### src/rtl/nrzi_rx_unstuff.sv
// USB receive NRZI decoder with bit unstuffing and stuff-error detection.
// Optional macro NRZI_RX_STUFF_CNT_EN adds a saturating stuffed-bit counter output.
module nrzi_rx_unstuff #(
    parameter int   STUFF_LEN  = 6,
    parameter logic IDLE_LEVEL = 1'b1,
    parameter int   CNT_W      = 4
) (
    input  logic       clk,
    input  logic       rst,
    input  logic       d_plus,
    input  logic       shift_enable,
    input  logic       eop,
    output logic       bit_out,
    output logic       bit_valid,
    output logic       stuff_drop,
    output logic       stuff_err,
    output logic       rx_err_hold
`ifdef NRZI_RX_STUFF_CNT_EN
    ,
    output logic [7:0] stuff_count
`endif
);

    typedef enum logic [1:0] {S_RUN, S_STUFF, S_ERR} state_t;

    state_t             r_state, w_state_n;
    logic               r_prev, w_prev_n;
    logic [CNT_W-1:0]   r_cnt, w_cnt_n;
    logic               r_bit, w_bit_n;
    logic               r_vld, w_vld_n;
    logic               r_drop, w_drop_n;
    logic               r_err, w_err_n;
    logic               r_hold, w_hold_n;

    logic w_acc, w_eop_s, w_dec;

    assign w_acc   = shift_enable & ~eop;
    assign w_eop_s = shift_enable & eop;
    // No transition on the line decodes as a 1.
    assign w_dec   = (d_plus == r_prev);

    always_ff @(posedge clk or posedge rst) begin
        if (rst) begin
            r_state <= S_RUN;
            r_prev  <= IDLE_LEVEL;
            r_cnt   <= '0;
            r_bit   <= 1'b0;
            r_vld   <= 1'b0;
            r_drop  <= 1'b0;
            r_err   <= 1'b0;
            r_hold  <= 1'b0;
        end else begin
            r_state <= w_state_n;
            r_prev  <= w_prev_n;
            r_cnt   <= w_cnt_n;
            r_bit   <= w_bit_n;
            r_vld   <= w_vld_n;
            r_drop  <= w_drop_n;
            r_err   <= w_err_n;
            r_hold  <= w_hold_n;
        end
    end

    always_comb begin
        w_state_n = r_state;
        w_prev_n  = r_prev;
        w_cnt_n   = r_cnt;
        w_bit_n   = r_bit;
        w_vld_n   = 1'b0;
        w_drop_n  = 1'b0;
        w_err_n   = 1'b0;
        w_hold_n  = r_hold;
        if (w_eop_s) begin
            w_prev_n  = IDLE_LEVEL;
            w_cnt_n   = '0;
            w_state_n = S_RUN;
            w_hold_n  = 1'b0;
        end else if (w_acc) begin
            w_prev_n = d_plus;
            case (r_state)
                S_RUN: begin
                    w_bit_n = w_dec;
                    w_vld_n = 1'b1;
                    if (!w_dec) begin
                        w_cnt_n = '0;
                    end else if (r_cnt == CNT_W'(STUFF_LEN - 1)) begin
                        w_cnt_n   = CNT_W'(STUFF_LEN);
                        w_state_n = S_STUFF;
                    end else begin
                        w_cnt_n = r_cnt + CNT_W'(1);
                    end
                end
                S_STUFF: begin
                    if (!w_dec) begin
                        w_drop_n  = 1'b1;
                        w_cnt_n   = '0;
                        w_state_n = S_RUN;
                    end else begin
                        w_err_n   = 1'b1;
                        w_hold_n  = 1'b1;
                        w_state_n = S_ERR;
                    end
                end
                // Packet is already corrupt: track the line but emit nothing until EOP.
                S_ERR: begin
                    w_cnt_n = '0;
                end
                default: begin
                    w_state_n = S_RUN;
                    w_cnt_n   = '0;
                end
            endcase
        end
    end

    assign bit_out     = r_bit;
    assign bit_valid   = r_vld;
    assign stuff_drop  = r_drop;
    assign stuff_err   = r_err;
    assign rx_err_hold = r_hold;

`ifdef NRZI_RX_STUFF_CNT_EN
    logic [7:0] r_scnt;

    always_ff @(posedge clk or posedge rst) begin
        if (rst)
            r_scnt <= 8'd0;
        else if (w_eop_s)
            r_scnt <= 8'd0;
        else if (w_drop_n && r_scnt != 8'hFF)
            r_scnt <= r_scnt + 8'd1;
    end

    assign stuff_count = r_scnt;
`endif

endmodule

### config.mk
export PLATFORM = sky130hd
export DESIGN_NAME = nrzi_rx_unstuff
export DESIGN_NICKNAME = d
export VERILOG_FILES = /design/src/rtl/nrzi_rx_unstuff.sv
export SDC_FILE = /design/constraint.sdc
export NUM_CORES = 1
export LEC_CHECK = 0
export ABC_AREA = 1
export BUFFER_PORTS_ARGS = -buffer_cell sky130_fd_sc_hd__buf_2
export CORE_AREA = 10 10 47 49
export CTS_BUF_LIST = sky130_fd_sc_hd__clkbuf_4 sky130_fd_sc_hd__clkbuf_8
export DETAILED_ROUTE_END_ITERATION = 10
export DIE_AREA = 0 0 57 59
export PLACE_DENSITY = 0.78
export SLEW_MARGIN = 25
export SYNTH_ARGS = -nofsm -noshare
export SYNTH_HDL_FRONTEND = slang
export SYNTH_SLANG_ARGS = --single-unit
### constraint.sdc
create_clock -name clk -period 1.15 [get_ports clk]
set_input_delay 0.115 -clock clk [delete_from_list [all_inputs] [get_ports clk]]
set_output_delay 0.115 -clock clk [all_outputs]
set_load 0.02 [all_outputs]
==> results.cfg <==
[floorplanning]
core_area_um2 = 1400
initial_core_util_pct = 46.2
rows = 14
die_h_um = 59
die_x_um = 57
io_pins = 10
dieArea_um2 = 3360

[placed_design]
hpwlAfterDp_um = 1040
port-buffer-count = 9
gp_congestion = 0.855
post-place-ws_ps = -57.2

[drt]
drc = 0
initialDrtViolationCount = 16
dr.pass1.iters = 4
finalWirelength_um = 1360
via_count = 604
ant_nets = 0
viasPerCell = 4.95
wl_per_cell_um = 11.1

[sta]
hold_viol = 0
max_freq_ghz = 0.808
min_period_ps = 1240
slew-limit-headroom_pct = 70.2
holdWs_ps = 123
rsz0062_at_grt = true
setup_tns_ps = -162
slew_violations = 0
tightest_slew_ps = 446
timing.final.crit_share_pct = 108
setup_viol = 4
fin_skew_ps = 6.31
setup_ws_ps = -88.1

[yosys]
synthCells = 87
ys_ff_latch = 12
syn_nets = 94
synth_area_leaders = dfrtp_1 43%, nand2_1 19%, inv_1 5.8%, nor2_1 5.8%, dfstp_2 4.1%
syn-cell-area_um2 = 647
syn_avg_cell_area_um2 = 7.44
synth_area_leader_cell = dfrtp_1
ys_warn_count = 0
synth_top_area_share_pct = 42.6
ys_types = 18
yosysSeqAreaShare_pct = 46.6

[finish]
post-route-util_pct = 59.6
drive_gt1_share_pct = 34.9
fin_nets = 114
diodes = 0
syn_to_final_growth_pct = 29.2

[power]
power_mw = 1.52
p_leak_nw = 0.459
powerDensity_nw_per_um2 = 1810
ir_drop_mv = 0.998

[critical_path]
required_ps = 1310
end_kind = flop
start_kind = flop
r2r_start = r_cnt[1]
cp_max_fo = 2
cp_data_arrival_time_ps = 1400
criticalPathCategory = reg -> reg
critPathLaunch = r_cnt[1]

[hold_path]
hold_path.class = in -> reg
hold_start = d_plus

[global_route]
grt_usage_pct = 8.73
grt_pass1_vias = 579
grt_overflow = 0
grt_max_degree = 13
antenna_found_initial = 0
grt_pass1_wl_um = 2330

[clock_network]
clk_path_buf_depth = 2
cts_buffers = 3
htreeDepth = 1
path_clk_slew_ps = 70
clock-sinks = 12
tritoncts = done
root_buffer = clkbuf_4
clk_latency_ps = 270

[status]
status = complete, but fails checks
violations = negative setup slack

[run]
drv_cap = 0
final timing paths:
| kind | end | slack, ps | depth (start not counted) |
|---|---|---|---|
| worst max-delay path | r_state[1] | -90 | 9 |
| worst min-delay path | r_prev | 120 | 3 |
| worst max register to register | r_state[1] | -90 | 9 |
| worst min register to register | rx_err_hold | 480 | 2 |
| max in group asynchronous | r_prev | 440 | 3 |
| min in group asynchronous | r_cnt[1] | 380 | 3 |
logic make-up after synthesis:
| family | share of synthesized area (%) |
|---|---|
| buffers and inverters | 7.54 |
| flip-flops | 46.6 |
| AO/OA/AOI/OAI | 6.19 |
| adder cells (fa/ha/maj) | 3.87 |
| AND/OR/NAND/NOR | 35.8 |
cell type report:
class                           count  area, um2
Inverter                           13       48.8
Timing Repair Buffer               15       92.6
Clock buffer                        4       36.3
Multi-Input combinational cell     62        337
Tap cell                           16       20.0
Fill cell                         137        566
Sequential cell                    12        302
cell usage in the layout (no fill, tap or decap), types with 2 or more instances in the layout:
cell type	Yosys	routed
inv_2	3	3
clkbuf_4	0	3
ha_1	2	2
nor2_1	10	6
nor2_2	0	4
dfrtp_1	11	11
nand2_2	2	4
inv_1	10	10
nand4_1	2	2
buf_2	0	9
o21ai_1	1	2
nand2_1	33	30
nand3_1	5	3
buf_4	0	5
nand3_2	0	2
what timing repair did:
| action | in CTS | in global routing |
|---|---|---|
| cloned | 0 | 0 |
| setup buffers | 0 | 1 |
| pin swaps | 0 | 6 |
| endpoints found under the hold margin | 11 | 0 |
| endpoints found under the setup margin | 6 | 8 |
| gates resized for setup | 0 | 12 |
| hold buffers | 1 | 0 |
flip-flops by register name (all words and copies together) (netlist names):
register     cells
r_cnt            4
r_state          2
stuff_drop       1
rx_err_hold      1
bit_valid        1
r_prev           1
bit_out          1
stuff_err        1
worst max-delay path, stage by stage (launching register included):
cell and delay, ps:
dfrtp_1 390, inv_1 60, ha_1 160, nand2_1 70, nor2_2 120, nand2_1 70
nand2_2 70, nand3_2 70, nand2_1 70, nand2_1 50
stage by stage:
step,instances,cell area (um2)
final,122,836
after global routing,122,836
after CTS,121,788
after detailed placement,116,742
after global placement,116,742
after floorplan,87,647
routing by layer:
| metal | global-route usage (%) | wire (um) | up-vias |
|---|---|---|---|
| met5 | 0 | 0 | - |
| met4 | 6.04 | 35 | 0 |
| met3 | 3.00 | 91 | 5 |
| met2 | 14.3 | 641 | 13 |
| met1 | 9.28 | 587 | 280 |
| li1 | - | - | 306 |
power by group:
group,internal [mW],total [mW],switching [mW]
registers,0.524,0.596,0.0717
clock network,0.193,0.330,0.137
logic,0.222,0.591,0.368
total,0.939,1.52,0.577
Yosys cell counts, drive strengths merged:
master and n:
and2 1, a22oi 1, o21ai 3, nand3 5, a21oi 2, dfstp 1
nor2 11, nand2 35, inv 13, nand4 2, ha 2, dfrtp 11
Power figures use the tool's default switching activity.
